## src/rtl/rr_fifo_router.sv

```systemverilog
// Round-robin router: pops one word at a time from NUM_PORTS input FIFOs and
// pushes it to the output FIFO named by its destination field, holding it under back-pressure.
module rr_fifo_router #(
  parameter int DATA_WIDTH = 6,
  parameter int NUM_PORTS  = 4,
  parameter int DEST_LSB   = 4,
  parameter int CNT_WIDTH  = 8
) (
  input  logic                            clk,
  input  logic                            reset_L,
  input  logic [NUM_PORTS-1:0]            in_empty,
  input  logic [NUM_PORTS*DATA_WIDTH-1:0] in_data,
  output logic [NUM_PORTS-1:0]            pop,
  input  logic [NUM_PORTS-1:0]            out_pause,
  input  logic [NUM_PORTS-1:0]            out_full,
  output logic [NUM_PORTS-1:0]            push,
  output logic [DATA_WIDTH-1:0]           out_data,
  output logic [1:0]                      active_port,
  output logic                            idle,
  output logic                            err_underflow,
  output logic [CNT_WIDTH-1:0]            word_count
);

  typedef enum logic [2:0] {ARB, POP, CAPT, WAIT, PUSH} state_t;

  state_t                  r_state;
  state_t                  w_next_state;
  logic [NUM_PORTS-1:0]    r_pop;
  logic [NUM_PORTS-1:0]    r_push;
  logic [DATA_WIDTH-1:0]   r_hold;
  logic [DATA_WIDTH-1:0]   r_out_data;
  logic [1:0]              r_active_port;
  logic                    r_idle;
  logic                    r_err_underflow;
  logic [CNT_WIDTH-1:0]    r_word_count;

  logic                    w_grant_valid;
  logic [1:0]              w_grant_port;
  logic [1:0]              w_dest;
  logic                    w_dest_ready;
  logic [DATA_WIDTH-1:0]   w_in_slice;

  assign w_dest       = r_hold[DEST_LSB+1:DEST_LSB];
  assign w_dest_ready = !out_pause[w_dest] && !out_full[w_dest];
  assign w_in_slice   = in_data[int'(r_active_port)*DATA_WIDTH +: DATA_WIDTH];

  // Search downward so the nearest port after the last grant wins; the
  // just-served port (offset NUM_PORTS wraps to itself) is considered last.
  always_comb begin
    logic [1:0] v_idx;
    // NOTE: every always_comb output gets a default first so no path leaves it unassigned (no latch).
    w_grant_valid = 1'b0;
    w_grant_port  = r_active_port;
    v_idx         = r_active_port;
    for (int k = NUM_PORTS; k >= 1; k--) begin
      v_idx = r_active_port + 2'(k);
      if (!in_empty[v_idx]) begin
        w_grant_valid = 1'b1;
        w_grant_port  = v_idx;
      end
    end
  end

  always_comb begin
    w_next_state = r_state;
    case (r_state)
      ARB:     if (w_grant_valid) w_next_state = POP;
      POP:     w_next_state = in_empty[r_active_port] ? ARB : CAPT;
      CAPT:    w_next_state = WAIT;
      WAIT:    if (w_dest_ready) w_next_state = PUSH;
      PUSH:    w_next_state = ARB;
      default: w_next_state = ARB;
    endcase
  end

  // Outputs are registered from the next state so each strobe lines up with its state.
  always_ff @(posedge clk or negedge reset_L) begin
    if (!reset_L) begin
      r_state         <= ARB;
      r_pop           <= '0;
      r_push          <= '0;
      r_hold          <= '0;
      r_out_data      <= '0;
      r_active_port   <= 2'(NUM_PORTS - 1);
      r_idle          <= 1'b1;
      r_err_underflow <= 1'b0;
      r_word_count    <= '0;
    end else begin
      // NOTE: sequential state uses non-blocking assignments so all registers update from pre-edge values.
      r_state <= w_next_state;
      r_idle  <= (w_next_state == ARB);
      r_pop   <= (w_next_state == POP) ? (NUM_PORTS'(1) << w_grant_port) : '0;
      r_push  <= (w_next_state == PUSH) ? (NUM_PORTS'(1) << w_dest) : '0;
      if (r_state == ARB && w_grant_valid) r_active_port <= w_grant_port;
      if (r_state == POP && in_empty[r_active_port]) r_err_underflow <= 1'b1;
      if (r_state == CAPT) r_hold <= w_in_slice;
      if (w_next_state == PUSH) begin
        r_out_data   <= r_hold;
        r_word_count <= r_word_count + CNT_WIDTH'(1);
      end
    end
  end

  assign pop           = r_pop;
  assign push          = r_push;
  assign out_data      = r_out_data;
  assign active_port   = r_active_port;
  assign idle          = r_idle;
  assign err_underflow = r_err_underflow;
  assign word_count    = r_word_count;

endmodule

```

## config.mk

```make
export PLATFORM = sky130hd
export DESIGN_NAME = rr_fifo_router
export DESIGN_NICKNAME = d
export VERILOG_FILES = /design/src/rtl/rr_fifo_router.sv
export SDC_FILE = /design/constraint.sdc
export NUM_CORES = 1
export LEC_CHECK = 0
export BUFFER_PORTS_ARGS = -buffer_cell sky130_fd_sc_hd__buf_2
export CAP_MARGIN = 20
export CORE_MARGIN = 2
export CORE_UTILIZATION = 40
export DETAILED_ROUTE_END_ITERATION = 10
export GPL_ROUTABILITY_DRIVEN = 0
export GPL_TIMING_DRIVEN = 0
export PLACE_DENSITY = 0.72
export REMOVE_ABC_BUFFERS = 1
export SLEW_MARGIN = 20
export SYNTH_ARGS = -nofsm -noshare
export SYNTH_HDL_FRONTEND = slang
export SYNTH_SLANG_ARGS = --single-unit
```

## constraint.sdc

```tcl
create_clock -name clk -period 2.1 [get_ports clk]
set_input_delay 0.42 -clock clk [delete_from_list [all_inputs] [get_ports clk]]
set_output_delay 0.42 -clock clk [all_outputs]
set_load 0.01 [all_outputs]
```

=== Word level (Yosys, flattened, before mapping) ===
Cells that the tools add are included.

* $add $sub $neg: 4
* $mul: 1
* $lt $le $gt $ge: 5
* Equal/unequal tests: 5
* Shifts and indexed selects: 3
* Multiplexer cells: 25
* Reductions and logical operators: 7

{| class="wikitable"
|+ Operator list
! cell !! count
|-
| 24-bit by 6-bit indexed part select with 6-bit output || 1
|-
| 2-bit by 3-bit < comparator with 1-bit output (second input constant) || 5
|-
| 1-bit binary-select mux with 2-bit select || 6
|-
| 3-bit one-hot mux with 4 select lines || 1
|-
| 1-bit two-way mux || 10
|-
| 8-bit by 1-bit adder with 8-bit output (second input constant) || 1
|-
| 2-bit two-way mux || 4
|-
| 4-bit two-way mux || 2
|-
| 1-bit by 2-bit left shift with 4-bit output (first input constant) || 2
|-
| 3-bit by 1-bit == test with 1-bit output (second input constant) || 2
|-
| 3-bit by 2-bit == test with 1-bit output (second input constant) || 2
|-
| 3-bit zero test || 2
|-
| 3-bit two-way mux || 2
|-
| 2-bit adder (second input constant) || 2
|-
| 2-bit by 2-bit multiplier with 4-bit output (second input constant) || 1
|-
| 3-bit == test (second input constant) || 1
|-
| 1-bit logical AND || 3
|-
| 2-bit by 1-bit adder with 2-bit output (second input constant) || 1
|-
| 1-bit zero test || 2
|}

* Register bits: 35
* Input bits: 38
* Output and inout bits: 26
* Word-level logic and storage cells: 59

=== Longest topological paths before layout ===
* Word-level depth: 10
* Gate-level depth with buffers: 5
* Depth with buffers taken out: 4

=== Worst setup path after synthesis ===
Ideal clock, no wire load.

* Kind: input -> register
* From: input out_full[0]
* To: register r_out_data[0] (netlist: out_data[0])
* Setup time: 0.125 ns
* Arrival time: 1.609 ns
* Required time: 1.975 ns
* Path slack: 0.366 ns
* Cell stages on the path: 4
* Buffers on the path: 0
* Cell sequence: nor2_1 nor2_2 nor4_4 mux2_2

* Longest elaborated chain between the ends: 7

{| class="wikitable"
|+ RTL lines
! what !! line !! text
|-
| start, declared || 15 || <nowiki>input logic [NUM_PORTS-1:0] out_full,</nowiki>
|-
| 1-bit binary-select mux with 2-bit select || 44 || <nowiki>assign w_dest_ready = !out_pause[w_dest] && !out_full[w_dest];</nowiki>
|-
| 1-bit two-way mux (not written as such) || 44 ||
|-
| 1-bit zero test || 44 ||
|-
| 1-bit logical AND || 44 ||
|-
| 3-bit two-way mux || 70 || <nowiki>WAIT: if (w_dest_ready) w_next_state = PUSH;</nowiki>
|-
| 3-bit one-hot mux with 4 select lines || 66 || <nowiki>case (r_state)</nowiki>
|-
| named net w_next_state[2] || 27 || <nowiki>state_t w_next_state;</nowiki>
|-
| 3-bit == test || 97 || <nowiki>if (w_next_state == PUSH) begin</nowiki>
|-
| end signal, assigned || 98 || <nowiki>r_out_data <= r_hold;</nowiki>
|-
| end, declared || 31 || <nowiki>logic [DATA_WIDTH-1:0] r_out_data;</nowiki>
|}

The timed path passes the listed nets, and every way through them passes these cells. The select of a mux whose other input is x is not followed.
A chain may end at the register's enable or synchronous reset.

=== Worst setup path after layout ===
* From: register r_hold[5]
* To: register r_word_count[1] (netlist: word_count[1])

* Longest elaborated chain between the ends: 7
* Elaborated cells between the ends (all ways): 10
* Those cells by class: eq/ne (1); mux (6); reduce/logical (3)

{| class="wikitable"
|+ RTL lines
! what !! line !! text
|-
| start, declared || 30 || <nowiki>logic [DATA_WIDTH-1:0] r_hold;</nowiki>
|-
| start signal, assigned || 96 || <nowiki>if (r_state == CAPT) r_hold <= w_in_slice;</nowiki>
|-
| 1-bit binary-select mux with 2-bit select || 44 ||
|-
| 1-bit two-way mux (not written as such) || 44 ||
|-
| 1-bit zero test || 44 ||
|-
| 1-bit logical AND * || 44 ||
|-
| 3-bit two-way mux * || 70 ||
|-
| 3-bit one-hot mux with 4 select lines * || 66 ||
|-
| named net w_next_state[2] || 27 ||
|-
| 3-bit == test * || 97 ||
|-
| end signal, assigned || 99 || <nowiki>r_word_count <= r_word_count + CNT_WIDTH'(1);</nowiki>
|-
| end, declared || 35 || <nowiki>logic [CNT_WIDTH-1:0] r_word_count;</nowiki>
|}

The timed path passes the listed nets; every way through them passes the cells marked *. The select of a mux whose other input is x is not followed.

==> impl_metrics.tcl <==
set metrics [dict create \
    outcome "finished, final reports clean" \
    die_y_um 69.18 \
    crit_arrival_ps 2130 \
    power_density_nw_per_um2 1379 \
    area_delta_synth_final_pct 25.99 \
    p_leak_nw 1.038 \
    crit_cells 4 \
    yosysSeqAreaShare_pct 51.77 \
    fin_hold_ws_ps 201.9 \
    cts_sinks 35 \
    crit_buf_inv 0 \
    htreeDepth 2 \
    crit_path_start_kind "register" \
    fmax_mhz 513.0 \
    drt_iter0_markers 101 \
    antenna_found_initial 0 \
    dr.pass1.iters 4 \
    syn_area_per_cell_um2 12.40 \
    die_w_um 69.18 \
    drv_slew 0 \
    final_area_um2 2141 \
    reg2reg_from "r_hold[5]$_DFFE_PN0P_" \
    maxCapViolCount 0 \
    place_area_um2 2049 \
    clock_skew_ps 5.370 \
    ys_async_sr_fraction_pct 100.0 \
    postCtsSetupBuffers 0 \
    ys.flop_type "dfrtp_1" \
    die_area_um2 4785 \
    rows 23 \
    grt.total_usage_pct 16.69 \
    hold_viol_final 0 \
    crit_end "word_count[1]$_DFFE_PN0N_" \
    clockRootBuffer "clkbuf_8" \
    fin_nets 242 \
    io_buffers 63 \
    yosys-top-cells-area "dfrtp_1 47%, mux4_2 9.3%, mux2_2 8.0%" \
    initial_core_util_pct 41.87 \
    numCtsBuffers 5 \
    crit_chain "or2_1, nor2_2, nor4_4, mux2_2" \
    drive_above_1_share_pct 50.00 \
    grt-ovfl-total 0 \
    synth_cells 137 \
    clk_pin_slew_ps 70 \
    synth-seq-cells 35 \
    hold_class "in2async" \
    ir_drop_uv 517.6 \
    core_area_um2 4058 \
    grt_pass1_wl_um 6292 \
    synth_area_um2 1699 \
    yosys.area.top_type_share_pct 47.13 \
    power.total_mw 2.953 \
    routed_wl_um 3664 \
    end_kind "register" \
    period_needed_ps 1949 \
    slew_headroom_pct 49.11 \
    max_stage_delay_ps 660 \
    finalSetupViolCount 0 \
    diodes 0 \
    worstMarginPinSlew_ps 763.3 \
    most-common-layout-cells "63 x buf_2, 32 x dfrtp_1, 12 x mux2_2" \
    boundaryPins 64 \
    post-route-period-util_pct 92.82 \
    r2r_cells 4 \
    ys.warnings.count 0 \
    grt_pass1_vias 1279 \
    crit_type "reg2reg" \
    wl_per_cell_um 14.43 \
    cp_max_fo 10 \
    vias_per_cell 5.303 \
    crit_family "simple AND/OR/NAND/NOR gates" \
    cts_resized 0 \
    final_antenna_net_count 0 \
    synth_edf_count 0 \
    drc 0 \
    ys_types 38 \
    clk_latency_ps 290 \
    clk_path_buf_depth 2 \
    via_count 1347 \
    layout_commonest_cell "buf_2" \
    cp.required_ps 2280 \
    critPathLaunch "r_hold[5]$_DFFE_PN0P_" \
    place_hpwl_um 2739 \
    grt_max_degree 36 \
    n_fill_cell 375 \
    rsz0062_at_grt "no" \
    slowest_stage "nor4_4" \
    synth_area_leader_cell "dfrtp_1" \
    r2r_slack_ps 150 \
    cts.hold.buffers_added 0 \
    cts_tree "built" \
    r2r-end "word_count[1]$_DFFE_PN0N_" \
]
area by class of cell:
class / instances / area, µm² / share of cell area, %
clock buffers: 7 / 86.33 / 4.033
clock inverters: 1 / 5.005 / 0.2338
repair buffers: 63 / 315.3 / 14.73
multi-input cells: 94 / 777.0 / 36.29
inverters: 4 / 15.01 / 0.7013
well taps: 50 / 62.56 / 2.922
flip-flops and latches: 35 / 879.6 / 41.09
Yosys cell counts (all sizes together), types with 2 or more instances:
library cell and count:
or2 3, nor4 7, or2b 2, nand4 2, nor2 11, mux4 7
nand3 3, xor2 6, a21oi 2, clkbuf 2, nor2b 4, nand2 8
dfstp 3, o22ai 3, dfrtp 32, inv 4, mux2 12, o211ai 4
buf 2, o21ai 4, nor3 5
cell families after synthesis:
logic type,count (synthesis),synth area share (%)
AND/OR/NAND/NOR,48,16.05
flip-flops,35,51.77
multiplexers,20,17.82
AO/OA/AOI/OAI,18,7.511
buffers and inverters,8,2.503
XOR/XNOR,7,3.608
adder cells (fa/ha/maj),1,0.7363
sequential cells by signal (all words and copies together), names as in the netlist:
register and flops:
r_hold 6, out_data 6, active_port 2, word_count 8, err_underflow 1, push 4, pop 4, r_state 3
idle 1
per-stage QoR:
stage / cells / utilization, % / TNS, ps / setup WS, ps
final: 254 / 52.76 / 0 / 150.7
after global routing: 254 / 52.76 / 0 / 34.91
after CTS: 254 / 52.76 / 0 / 140.0
after detailed placement: 246 / 50.51 / -312.1 / -54.98
after global placement: 246 / 50.51 / -61.00 / -13.49
after floorplan: 133 / - / 0 / 366.0
report_power, final:
part	internal [mW]	leakage, nW	switching, mW	total (mW)
clock	0.264	0.0482	0.233	0.498
sequential	0.955	0.433	0.272	1.23
combinational	0.620	0.557	0.608	1.23
total	1.84	1.04	1.11	2.95
worst min path at each step:
stage	startpoint	endpoint	slack (ps)	depth (start not counted)
3_5_place_dp	err_underflow$_DFFE_PN0P_	err_underflow$_DFFE_PN0P_	450	1
2_1_floorplan	reset_L	err_underflow$_DFFE_PN0P_	120	0
4_1_cts	reset_L	r_hold[3]$_DFFE_PN0P_	220	1
5_1_grt	reset_L	r_hold[3]$_DFFE_PN0P_	260	1
6_report	reset_L	push[3]$_DFF_PN0_	200	1
3_3_place_gp	word_count[7]$_DFFE_PN0N_	word_count[7]$_DFFE_PN0N_	450	1
per-layer routing:
| layer | GRT usage [%] | wire, µm |
|---|---|---|
| met1 | 21.50 | 1619 |
| met2 | 25.21 | 1658 |
| met3 | 6.250 | 318 |
| met4 | 7.190 | 68 |
| met5 | 0 | 0 |
Note: power is estimated with default switching activity, not from simulation.
